[config.mk]
export PLATFORM = sky130hd
export DESIGN_NAME = layer3_weight_sched
export DESIGN_NICKNAME = d
export VERILOG_FILES = /design/src/rtl/layer3_weight_sched.sv
export SDC_FILE = /design/constraint.sdc
export NUM_CORES = 1
export LEC_CHECK = 0
export BUFFER_PORTS_ARGS = -buffer_cell sky130_fd_sc_hd__buf_2
export CORE_UTILIZATION = 46
export CTS_CLUSTER_DIAMETER = 50
export CTS_CLUSTER_SIZE = 24
export DETAILED_ROUTE_END_ITERATION = 12
export PLACE_DENSITY = 0.88
export RECOVER_POWER = 100
export SYNTH_ARGS = -nofsm -noshare
export SYNTH_HDL_FRONTEND = slang
export SYNTH_SLANG_ARGS = --single-unit
[constraint.sdc]
create_clock -name clk -period 1.7 [get_ports clk]
set_input_delay 0 -clock clk [delete_from_list [all_inputs] [get_ports clk]]
set_output_delay 0 -clock clk [all_outputs]
set_load 0.1 [all_outputs]
[src/rtl/layer3_weight_sched.sv]
`default_nettype none
// ============================================================================
//  Module      : layer3_weight_sched
//  Description : Splits one shared weight stream into three per-convolution
//                weight streams (conv1, conv2, conv3) in a fixed order.
//                Each accepted word is forwarded to the output of the stage
//                that was active when it arrived, one cycle later.
//                Optional macro LAYER3_WSCHED_ERR_EN enables a sticky flag
//                for words offered while the block is not ready.
//  Revision    : 1.0 - initial release
// ============================================================================
module layer3_weight_sched #(
    parameter int DATA_WIDTH = 32,
    parameter int W1_COUNT   = 262144,
    parameter int W2_COUNT   = 589824,
    parameter int W3_COUNT   = 262144
) (
    input  logic                  clk,
    input  logic                  reset,
    input  logic                  start,
    input  logic                  w_valid_in,
    input  logic [DATA_WIDTH-1:0] w_data_in,
    output logic                  w_ready,
    output logic                  valid_weight_out1,
    output logic                  valid_weight_out2,
    output logic                  valid_weight_out3,
    output logic [DATA_WIDTH-1:0] weight_out1,
    output logic [DATA_WIDTH-1:0] weight_out2,
    output logic [DATA_WIDTH-1:0] weight_out3,
    output logic [1:0]            stage,
    output logic                  busy,
    output logic                  done,
    output logic                  err
);

    // One shared counter sized for the largest stage; width kept >= 1 so a
    // degenerate all-ones configuration still yields a legal vector.
    localparam int c_MAX12 = (W1_COUNT > W2_COUNT) ? W1_COUNT : W2_COUNT;
    localparam int c_MAX   = (c_MAX12 > W3_COUNT) ? c_MAX12 : W3_COUNT;
    localparam int c_CW    = (c_MAX > 1) ? $clog2(c_MAX) : 1;

    localparam logic [c_CW-1:0] c_W1_LAST = c_CW'(W1_COUNT - 1);
    localparam logic [c_CW-1:0] c_W2_LAST = c_CW'(W2_COUNT - 1);
    localparam logic [c_CW-1:0] c_W3_LAST = c_CW'(W3_COUNT - 1);

    typedef enum logic [2:0] {
        S_IDLE  = 3'd0,
        S_LOAD1 = 3'd1,
        S_LOAD2 = 3'd2,
        S_LOAD3 = 3'd3,
        S_DONE  = 3'd4
    } state_t;

    state_t            r_state;
    state_t            w_next_state;
    logic [c_CW-1:0]   r_cnt;
    logic [c_CW-1:0]   w_last_idx;
    logic              w_accept;
    logic              w_at_last;

    logic                  r_vld1, r_vld2, r_vld3;
    logic [DATA_WIDTH-1:0] r_wout1, r_wout2, r_wout3;

    assign w_accept  = w_valid_in & w_ready;
    assign w_at_last = w_accept & (r_cnt == w_last_idx);

    // State register.
    always_ff @(posedge clk) begin
        if (reset) begin
            r_state <= S_IDLE;
        end else begin
            r_state <= w_next_state;
        end
    end

    // Next-state logic and state-decoded outputs (ready, stage, busy, done).
    always_comb begin
        w_next_state = r_state;
        w_ready      = 1'b0;
        stage        = 2'd0;
        done         = 1'b0;
        w_last_idx   = c_W1_LAST;
        case (r_state)
            S_IDLE: begin
                if (start) begin
                    w_next_state = S_LOAD1;
                end
            end
            S_LOAD1: begin
                w_ready    = 1'b1;
                stage      = 2'd1;
                w_last_idx = c_W1_LAST;
                if (w_at_last) begin
                    w_next_state = S_LOAD2;
                end
            end
            S_LOAD2: begin
                w_ready    = 1'b1;
                stage      = 2'd2;
                w_last_idx = c_W2_LAST;
                if (w_at_last) begin
                    w_next_state = S_LOAD3;
                end
            end
            S_LOAD3: begin
                w_ready    = 1'b1;
                stage      = 2'd3;
                w_last_idx = c_W3_LAST;
                if (w_at_last) begin
                    w_next_state = S_DONE;
                end
            end
            S_DONE: begin
                done         = 1'b1;
                w_next_state = S_IDLE;
            end
            default: begin
                w_next_state = S_IDLE;
            end
        endcase
    end

    assign busy = (stage != 2'd0);

    // Word counter: wraps to zero on the last word of each stage, so every
    // stage (including LOAD1 after IDLE) starts counting from zero.
    always_ff @(posedge clk) begin
        if (reset) begin
            r_cnt <= '0;
        end else if (w_accept) begin
            if (w_at_last) begin
                r_cnt <= '0;
            end else begin
                r_cnt <= r_cnt + 1'b1;
            end
        end
    end

    // Route accepted words to the active conv output one cycle later; data
    // registers only load on acceptance so they hold between strobes.
    always_ff @(posedge clk) begin
        if (reset) begin
            r_vld1  <= 1'b0;
            r_vld2  <= 1'b0;
            r_vld3  <= 1'b0;
            r_wout1 <= '0;
            r_wout2 <= '0;
            r_wout3 <= '0;
        end else begin
            r_vld1 <= w_accept && (r_state == S_LOAD1);
            r_vld2 <= w_accept && (r_state == S_LOAD2);
            r_vld3 <= w_accept && (r_state == S_LOAD3);
            if (w_accept && (r_state == S_LOAD1)) begin
                r_wout1 <= w_data_in;
            end
            if (w_accept && (r_state == S_LOAD2)) begin
                r_wout2 <= w_data_in;
            end
            if (w_accept && (r_state == S_LOAD3)) begin
                r_wout3 <= w_data_in;
            end
        end
    end

    assign valid_weight_out1 = r_vld1;
    assign valid_weight_out2 = r_vld2;
    assign valid_weight_out3 = r_vld3;
    assign weight_out1       = r_wout1;
    assign weight_out2       = r_wout2;
    assign weight_out3       = r_wout3;

`ifdef LAYER3_WSCHED_ERR_EN
    logic r_err;

    // Sticky flag: a word offered while not ready is recorded until reset.
    always_ff @(posedge clk) begin
        if (reset) begin
            r_err <= 1'b0;
        end else if (w_valid_in && !w_ready) begin
            r_err <= 1'b1;
        end
    end

    assign err = r_err;
`else
    assign err = 1'b0;
`endif

endmodule
`default_nettype wire

==> results.json, run 1 <==
{
  "leakage_nw": 2.792,
  "ys_seq_area_frac": 0.5363,
  "overflow": 0,
  "p_int_mw": 5.378,
  "finalHoldViolCount": 0,
  "grt_pass1_wl_mm": 21.82,
  "wl_met2_mm": 7.630,
  "hold_path_class": "input port to flip-flop",
  "skew_ps": 17.46,
  "p_sw_frac": 0.2606,
  "cts.clk_slew.worst_paths_ps": 60,
  "grt_max_degree": 79,
  "num-nets-final": 813,
  "worst_pin_slew_ps": 567.0,
  "pwr-share-comb": 0.089,
  "clk_latency_ps": 520,
  "via_per_inst": 5.318,
  "place_congestion": 0.7672,
  "num_rows": 35,
  "antenna_found_initial": 0,
  "crit_chain": "nand4_2 > or4_4 > or4_4 > a21oi_2",
  "antenna_left": 0,
  "design_area_um2": 6887,
  "synth_edf_count": 0,
  "synth_top_cells_by_area": "dfxtp_1 (54%), nand2_1 (17%), a21oi_1 (11%)",
  "critPathRequiredTime_ps": 2130,
  "setup_slack_ps": -51.25,
  "path_common_cell": "or4_4",
  "yosys.area.top_type": "dfxtp_1",
  "post-route-drc-count": 0,
  "highest_layer": "met4",
  "vdd_drop_max_v": 0.0007314,
  "maxCapViolations": 0,
  "syn_area_um2": 4554,
  "cts_buffers": 17,
  "fin_hold_ws_ps": 277.3,
  "cp-end-kind": "flip-flop",
  "crit_fanout": 8,
  "synthArstFlopShare": 0,
  "grt_util_all_layers": 0.2741,
  "synthFlopType": "dfxtp_1",
  "antenna_cells": 0,
  "setup_viol": 6,
  "report.final.slew_viol_count": 0,
  "start_kind": "flip-flop",
  "cpPeakStageDelay_ps": 530,
  "rsz0062_at_grt": "true",
  "relSlewSlack": 0.6236,
  "avgSynthCellArea_um2": 8.018,
  "dp_hpwl_mm": 8.890,
  "fmaxAchievable_mhz": 571.0,
  "die_x_um": 101.5,
  "ff2ff_setup_slack_ps": -50,
  "status": "finished, violations left",
  "drt_wl_total_mm": 14.32,
  "worst-setup-path-type": "flip-flop to flip-flop",
  "cts-root-buf": "clkbuf_8",
  "synth_warnings": 0,
  "ys_seq_elements": 122,
  "cp_slowest_cell": "or4_4",
  "worstPathArrival_ps": 2190,
  "clockPowerShare": 0.510,
  "failed_checks": "negative setup slack",
  "drtIter0Drc": 238,
  "initial_core_util": 0.4837,
  "cts_tree": "done",
  "power_switching_mw": 1.895,
  "die_area_um2": 10300,
  "min_period_ps": 1751,
  "wl_per_cell_um": 15.60,
  "ios": 141,
  "met3WireLength_um": 704,
  "area_delta_synth_final_pct": 51.21,
  "synth_top_area_frac": 0.5363,
  "m1WireLength_mm": 5.633,
  "drive_above_1_share": 0.3447,
  "postSynthCellCount": 568,
  "cts_max_level": 4,
  "chipHeight_um": 101.5,
  "yosys.cell_types.count": 42,
  "place_area_um2": 5669,
  "clock_path_buffers": 2,
  "synthesis.nets": 605,
  "io_buffers": 139,
  "cts.sinks": 122,
  "seqPwrFrac": 0.401,
  "power.density_nw_per_um2": 1056,
  "grt_pass1_vias": 4797,
  "vias": 4882,
  "min_period_over_period": 1.030,
  "dr.pass1.iters": 5,
  "core_um2": 9415
}
## worst paths after layout
kind	end	from	cells past startpoint
worst min-delay path	weight_out2[29]$_SDFFE_PP0P_	w_data_in[29]	4
worst max-delay path	r_cnt[17]$_SDFFE_PP0N_	r_cnt[9]$_SDFFE_PP0N_	4
worst max register to register	r_cnt[17]$_SDFFE_PP0N_	r_cnt[9]$_SDFFE_PP0N_	4
worst min register to register	weight_out3[24]$_SDFFE_PP0P_	weight_out3[24]$_SDFFE_PP0P_	2
## layout make-up
| class | instances | area (um2) |
|---|---|---|
| flip-flops and latches | 122 | 2469 |
| clock buffers | 18 | 427.9 |
| multi-input cells | 403 | 2115 |
| repair buffers | 225 | 1501 |
| inverters | 7 | 30.03 |
| clock inverters | 14 | 182.7 |
| fillers | 627 | 2529 |
| well taps | 129 | 161.4 |
## metal layers
metal  vias to the layer above  track usage
met2                       179       0.4990
met5                         -            0
li1                       2311            -
met1                      2361       0.2956
met4                         0       0.1271
met3                        31      0.07177
## placed cells by master, fill, tap and decap left out, types with 3 or more instances in the layout
cell           netlist  layout
xor2_1               5       5
buf_12               0       3
clkbuf_2             0      94
inv_6                0       6
nor2_1              17      17
and3_1               4       4
buf_6                1       6
dfxtp_2              0      15
clkbuf_16            0      16
nand4_1              5       5
inv_1                7       6
buf_2                1      44
dfxtp_1            122     105
nor4_1               4       3
o21ai_0              5       5
or4_4                2       3
a21oi_1            104     101
dlygate4sd3_1        0      36
or3_4                0       3
bufinv_16            0       3
xnor2_1              5       5
o31ai_1              3       3
or3_1                4       3
nand3_1             11       8
buf_4                1      40
nand2_1            202     200
a21oi_2              1       4
clkinvlp_4           0       3
## kinds of logic (layout without fill, tap and decap cells)
kind of cell | count (synthesis) | after routing | synth area share
compound gates | 120 | 120 | 0.1434
xor+xnor | 10 | 10 | 0.01923
fa+ha+maj | 1 | 1 | 0.002747
buf+inv | 44 | 264 | 0.03901
flops | 122 | 122 | 0.5363
mux | 2 | 2 | 0.004396
other cells | 1 | 1 | 0.0008234
simple gates | 268 | 269 | 0.2541
## power by group through the flow
stage	logic [mW]	clock network [mW]	registers, mW
after global placement	0.552	0	2.98
final	0.646	3.71	2.92
after global routing	0.675	3.89	2.92
after detailed placement	0.561	0	2.98
after CTS	0.630	3.73	2.92
after floorplan	0.182	0	3.21
## cell usage after synthesis, types with 3 or more instances
| cell type | number |
|---|---|
| clkbuf_1 | 34 |
| nand4_1 | 5 |
| inv_1 | 7 |
| dfxtp_1 | 122 |
| xor2_1 | 5 |
| or3_1 | 4 |
| nor2_1 | 17 |
| nor2b_1 | 3 |
| nand3_1 | 11 |
| xnor2_1 | 5 |
| o31ai_1 | 3 |
| and3_1 | 4 |
| o21ai_0 | 5 |
| a21oi_1 | 104 |
| nor4_1 | 4 |
| nand2_1 | 202 |
## flip-flops by register name (all words and copies together) (netlist names)
register and cells:
r_cnt 20, r_state 3, valid_weight_out1 1, valid_weight_out2 1, valid_weight_out3 1, weight_out1 32, weight_out2 32, weight_out3 32
## worst max-delay path: cells and delay by family, from the launching register on
kind | cells | cell delay, ps
AO/OA/AOI/OAI | 1 | 150
flip-flops | 1 | 340
AND/OR/NAND/NOR | 3 | 1190
## per-stage QoR
step	instances	power, mW	utilization	setup TNS [ps]	setup slack, ps
2_1_floorplan	568	3.390	-	-525.7	-102.6
3_3_place_gp	837	3.530	0.6021	-2.537	-1.467
3_5_place_dp	837	3.541	0.6021	-173.7	-66.74
4_1_cts	911	7.277	0.7136	-62.99	-27.81
5_1_grt	918	7.487	0.7314	-507.9	-98.03
6_report	918	7.273	0.7314	-164.0	-51.25
## timing repair
action,CTS,global route
hold endpoints to repair,103,28
setup buffers,7,5
gates resized for setup,11,28
pin swaps,8,8
endpoints found under the setup margin,14,21
cloned,0,1
hold buffers,35,1
(Power assumes the default switching activity.)
==> run 2: changes to the inputs <==
--- a/config.mk
+++ b/config.mk
@@ -10,7 +10,7 @@
 export CTS_CLUSTER_DIAMETER = 50
 export CTS_CLUSTER_SIZE = 24
 export DETAILED_ROUTE_END_ITERATION = 12
-export PLACE_DENSITY = 0.88
+export PLACE_DENSITY = 0.72
 export RECOVER_POWER = 100
 export SYNTH_ARGS = -nofsm -noshare
 export SYNTH_HDL_FRONTEND = slang
==> run 2 against run 1 <==
- the run still ends with negative setup slack left
- critical endpoint is now r_cnt[16]$_SDFFE_PP0N_
- register-to-register slack about the same
- first-iteration DRC count increased by 1.7%
- largest cell class unchanged
- sequential share of layout area increased by 0.54 points
- largest power group unchanged
- final area down 1.7%
- critical path type unchanged
- die area did not move
- non-clock buffer count shrank 6
- worst setup slack better by 3.7 ps
- wire length is 3.5% lower
- cell count is 0.87% lower
- combinational power decreased by 2%
==> results.json, run 2 (synthesis gave the netlist of run 1 again) <==
{
  "ios": 141,
  "dp_hpwl_mm": 8.354,
  "cpPeakStageDelay_ps": 490,
  "grt_max_degree": 61,
  "vdd_drop_max_v": 0.0009394,
  "cts.clk_slew.worst_paths_ps": 60,
  "vias": 4785,
  "antenna_found_initial": 0,
  "antenna_left": 0,
  "antenna_cells": 0,
  "post-route-drc-count": 0,
  "cp-end-kind": "flip-flop",
  "chipHeight_um": 101.5,
  "num_rows": 35,
  "grt_util_all_layers": 0.2671,
  "die_x_um": 101.5,
  "dpl_worst_slack_ps": -64.03,
  "critPathRequiredTime_ps": 2130,
  "num-nets-final": 806,
  "ff_latch_area_um2": 2462,
  "status": "finished, violations left",
  "utilization": 0.7188,
  "grt_pass1_vias": 4386,
  "crit_chain": "ha_4 > nand3_2 > or3_4 > or4b_1 > a21oi_1",
  "clock_path_buffers": 2,
  "worst-setup-path-type": "flip-flop to flip-flop",
  "dr.pass1.iters": 6,
  "initial_core_util": 0.4837,
  "nFillCells": 708,
  "drt_wl_total_mm": 13.82,
  "place_area_um2": 5642,
  "cp_num_buf_inv": 0,
  "maxCapViolations": 0,
  "die_area_um2": 10300,
  "wl_per_cell_um": 15.19,
  "setup_slack_ps": -47.52,
  "final_common_cell": "nand2_1",
  "hold_path_class": "input port to flip-flop",
  "power_mw": 7.136,
  "cts-root-buf": "clkbuf_8",
  "io_buffers": 139,
  "drtIter0Drc": 242,
  "rsz0062_at_grt": "true",
  "report.final.slew_viol_count": 0,
  "clk_latency_ps": 510,
  "cp_slowest_cell": "or4b_1",
  "overflow": 0,
  "via_per_inst": 5.258,
  "relSlewSlack": 0.5980,
  "core_um2": 9415,
  "worst_pin_slew_ps": 595.5,
  "crit_fanout": 7,
  "cts.sinks": 122,
  "min_period_ps": 1748,
  "start_kind": "flip-flop",
  "cts_tree": "done",
  "finalHoldViolCount": 0,
  "skew_ps": 10.26,
  "grt_pass1_wl_mm": 21.19,
  "leakage_nw": 2.767,
  "cts_buffers": 17,
  "cp_top_family": "simple AND/OR/NAND/NOR gates",
  "power.density_nw_per_um2": 1054,
  "failed_checks": "negative setup slack",
  "area_delta_synth_final_pct": 48.60,
  "cts_max_level": 4,
  "worstPathArrival_ps": 2180,
  "place_congestion": 0.8003,
  "setup_viol": 11,
  "multiInputGateArea_um2": 2100,
  "design_area_um2": 6768,
  "drive_above_1_share": 0.3291,
  "fmaxAchievable_mhz": 572.2,
  "layout_common_cells": "nand2_1 (200), dfxtp_1 (108), a21oi_1 (104)",
  "min_period_over_period": 1.028
}
==> run 2: area by class of cell <==
| class | count | share of cell area |
|---|---|---|
| Sequential cell | 122 | 0.3638 |
| Multi-Input combinational cell | 402 | 0.3102 |
| Timing Repair Buffer | 219 | 0.2108 |
| Clock buffer | 18 | 0.06175 |
| Clock inverter | 13 | 0.02514 |
| Tap cell | 129 | 0.02385 |
| Inverter | 7 | 0.004437 |
==> run 2: repair_timing <==
item,CTS,global route
endpoints found under the setup margin,6,17
pin swaps,7,7
endpoints found under the hold margin,102,0
gates resized for setup,15,23
setup buffers,3,6
hold buffers,35,0
gates cloned,0,0
==> run 2: path summary, 6_finish.rpt <==
| check | from | endpoint | slack (ps) | cells after the start |
|---|---|---|---|---|
| setup / recovery | r_cnt[0]$_SDFFE_PP0N_ | r_cnt[16]$_SDFFE_PP0N_ | -50 | 5 |
| hold / removal | w_data_in[26] | weight_out3[26]$_SDFFE_PP0P_ | 290 | 4 |
| setup reg to reg | r_cnt[0]$_SDFFE_PP0N_ | r_cnt[16]$_SDFFE_PP0N_ | -50 | 5 |
| hold reg to reg | weight_out3[26]$_SDFFE_PP0P_ | weight_out3[26]$_SDFFE_PP0P_ | 450 | 2 |
==> run 2: tightest hold or removal path, cell delays in order <==
cell	delay, ps
dlygate4sd3_1	530
buf_2	130
nand2_1	50
a21oi_1	50
==> run 2: per-stage QoR <==
stage | TNS (ps) | hold WS, ps | std cells
floorplan | -525.7 | 136.0 | 568
global placement | -24.54 | 261.9 | 835
detailed placement | -179.1 | 266.5 | 835
CTS | -48.49 | 274.9 | 904
global route | -1356 | 281.5 | 910
finish | -180.7 | 292.2 | 910
==> run 2: metal layers <==
| layer | track usage | up-vias | routed length (um) |
|---|---|---|---|
| li1 | - | 2296 | - |
| met1 | 0.3223 | 2289 | 5683 |
| met2 | 0.4558 | 182 | 7142 |
| met3 | 0.07867 | 18 | 836 |
| met4 | 0.08584 | 0 | 158 |
| met5 | 0 | - | 0 |
==> run 2: where the power goes <==
group,switching [mW],internal [mW]
sequential,0.0245,2.90
combinational,0.468,0.168
clock,1.34,2.24
==> run 3: changes to the inputs <==
--- a/config.mk
+++ b/config.mk
@@ -10,6 +10,7 @@
 export CTS_CLUSTER_DIAMETER = 50
 export CTS_CLUSTER_SIZE = 24
 export DETAILED_ROUTE_END_ITERATION = 12
+export MAX_ROUTING_LAYER = met4
 export PLACE_DENSITY = 0.72
 export RECOVER_POWER = 100
 export SYNTH_ARGS = -nofsm -noshare
==> run 3 against run 2 <==
- the flow still finishes with violations (negative setup slack)
- clock power is essentially flat
- clock skew decreased by 0.50 ps
- critical path depth unchanged
- via count is 0.59% lower
- clock-buffer cell count unchanged
- sequential power about the same
==> results.json, run 3 (synthesis gave the netlist of run 1 again) <==
{
  "power.density_nw_per_um2": 1056,
  "cts_max_level": 4,
  "crit_fanout": 7,
  "leakage_nw": 2.769,
  "report.final.slew_viol_count": 0,
  "clk_latency_ps": 520,
  "cts-root-buf": "clkbuf_8",
  "die_x_um": 101.5,
  "grt_pass1_vias": 4412,
  "io_buffers": 139,
  "failed_checks": "negative setup slack",
  "start_kind": "flip-flop",
  "area_delta_synth_final_pct": 48.30,
  "cts_tree": "done",
  "num_rows": 35,
  "maxCapViolations": 0,
  "min_to": "weight_out3[26]$_SDFFE_PP0P_",
  "antenna_cells": 0,
  "critPathLaunch": "r_cnt[0]$_SDFFE_PP0N_",
  "setup_viol": 9,
  "cp-end-kind": "flip-flop",
  "place_inst": 835,
  "drt_wl_total_mm": 13.84,
  "final_cells": 910,
  "ios": 141,
  "vias": 4757,
  "clock_path_buffers": 2,
  "hold_path_depth": 4,
  "initial_core_util": 0.4837,
  "chipHeight_um": 101.5,
  "cp_slowest_cell": "or4b_1",
  "rsz0062_at_grt": "true",
  "cpPeakStageDelay_ps": 490,
  "worst-setup-path-type": "flip-flop to flip-flop",
  "place_congestion": 0.8118,
  "core_um2": 9415,
  "nFillCells": 708,
  "antenna_found_initial": 0,
  "min_from": "w_data_in[26]",
  "grt_pass1_wl_mm": 21.14,
  "grt_util_all_layers": 0.2757,
  "cts.clk_slew.worst_paths_ps": 60,
  "ff2ff_setup_slack_ps": -50,
  "dp_hpwl_mm": 8.354,
  "critPathRequiredTime_ps": 2140,
  "rr_worst_depth": 5,
  "relSlewSlack": 0.6056,
  "worstPathArrival_ps": 2190,
  "crit_chain": "ha_4 > nand3_2 > or3_4 > or4b_1 > a21oi_1",
  "dr.pass1.iters": 7,
  "vdd_drop_max_v": 0.0009821,
  "cts_buffers": 17,
  "num-nets-final": 806,
  "finalSetupTns_ps": -143.3,
  "worst_pin_slew_ps": 584.2,
  "cts.sinks": 122,
  "drtIter0Drc": 274,
  "power_mw": 7.135,
  "antenna_left": 0,
  "finalHoldViolCount": 0,
  "hold_path_class": "input port to flip-flop",
  "setup_slack_ps": -48.39,
  "via_per_inst": 5.227,
  "die_area_um2": 10300,
  "status": "finished, violations left",
  "drive_above_1_share": 0.3303,
  "layout_common_cells": "nand2_1 (200), dfxtp_1 (108), a21oi_1 (104)",
  "wl_per_cell_um": 15.20,
  "overflow": 0,
  "fmaxAchievable_mhz": 572.0,
  "r2r_start": "r_cnt[0]$_SDFFE_PP0N_",
  "final_common_cell": "nand2_1",
  "min_period_ps": 1748,
  "min_period_over_period": 1.028,
  "post-route-drc-count": 0,
  "r2r-end": "r_cnt[16]$_SDFFE_PP0N_",
  "grt_max_degree": 61,
  "skew_ps": 9.753
}
## run 3: cell types whose count changed in the layout (fill, tap and decap cells not counted), moves of 2 or more
cell | previous run | this run
buf_4 | 32 | 36
buf_6 | 7 | 5
buf_2 | 57 | 64
clkbuf_4 | 1 | 4
clkbuf_2 | 84 | 74
buf_12 | 2 | 0
## run 3: worst max-delay path, delay by kind of cell (launching register included)
family,cells,cell delay [ps]
AOI/OAI and AO/OA,1,150
adders and majority gates,1,140
DFF,1,360
and+or+nand+nor,3,1020
## run 3: worst max-delay path by stage
stage / endpoint / cells after the start
4_1_cts: r_cnt[18]$_SDFFE_PP0N_ / 5
5_1_grt: r_cnt[14]$_SDFFE_PP0N_ / 7
3_3_place_gp: r_cnt[16]$_SDFFE_PP0N_ / 4
2_1_floorplan: r_cnt[15]$_SDFFE_PP0N_ / 5
6_report: r_cnt[16]$_SDFFE_PP0N_ / 5
3_5_place_dp: r_cnt[19]$_SDFFE_PP0N_ / 4
## run 3: what timing repair did
item,in CTS,in global routing
hold buffers,35,0
endpoints found under the setup margin,6,17
pin swaps,7,7
endpoints found under the hold margin,102,0
resized for setup,15,24
buffers inserted,3,6
## run 3: layer usage
layer	global-route usage	vias to the layer above	share of wire
met1	0.3244	2255	0.41
met4	0.08919	0	0.011
li1	-	2296	-
met2	0.4569	189	0.52
met5	-	-	0
met3	0.07246	17	0.060
## run 3: power by group
group / total [mW] / switching [mW] / internal, mW
Clock: 3.58 / 1.34 / 2.24
Combinational: 0.634 / 0.468 / 0.166
Sequential: 2.92 / 0.0244 / 2.90
## run 3: cell type report
cell class | instances | area (um2) | share of cell area
tap | 129 | 161.4 | 0.02390
timing repair buffer | 219 | 1413 | 0.2092
multi-input combinational | 402 | 2100 | 0.3109
clock inverter | 13 | 170.2 | 0.02519
clock buffer | 18 | 417.9 | 0.06187
inverter | 7 | 30.03 | 0.004446
sequential | 122 | 2462 | 0.3646
## run 3: metrics by stage
stage	cell area, um2	util	hold slack [ps]	setup slack (ps)
floorplan	4695	-	136.0	-102.6
global placement	5642	0.5992	261.9	-16.14
detailed placement	5642	0.5992	266.5	-64.03
CTS	6650	0.7063	274.9	-26.11
global route	6754	0.7173	280.0	-125.9
finish	6754	0.7173	288.0	-48.39
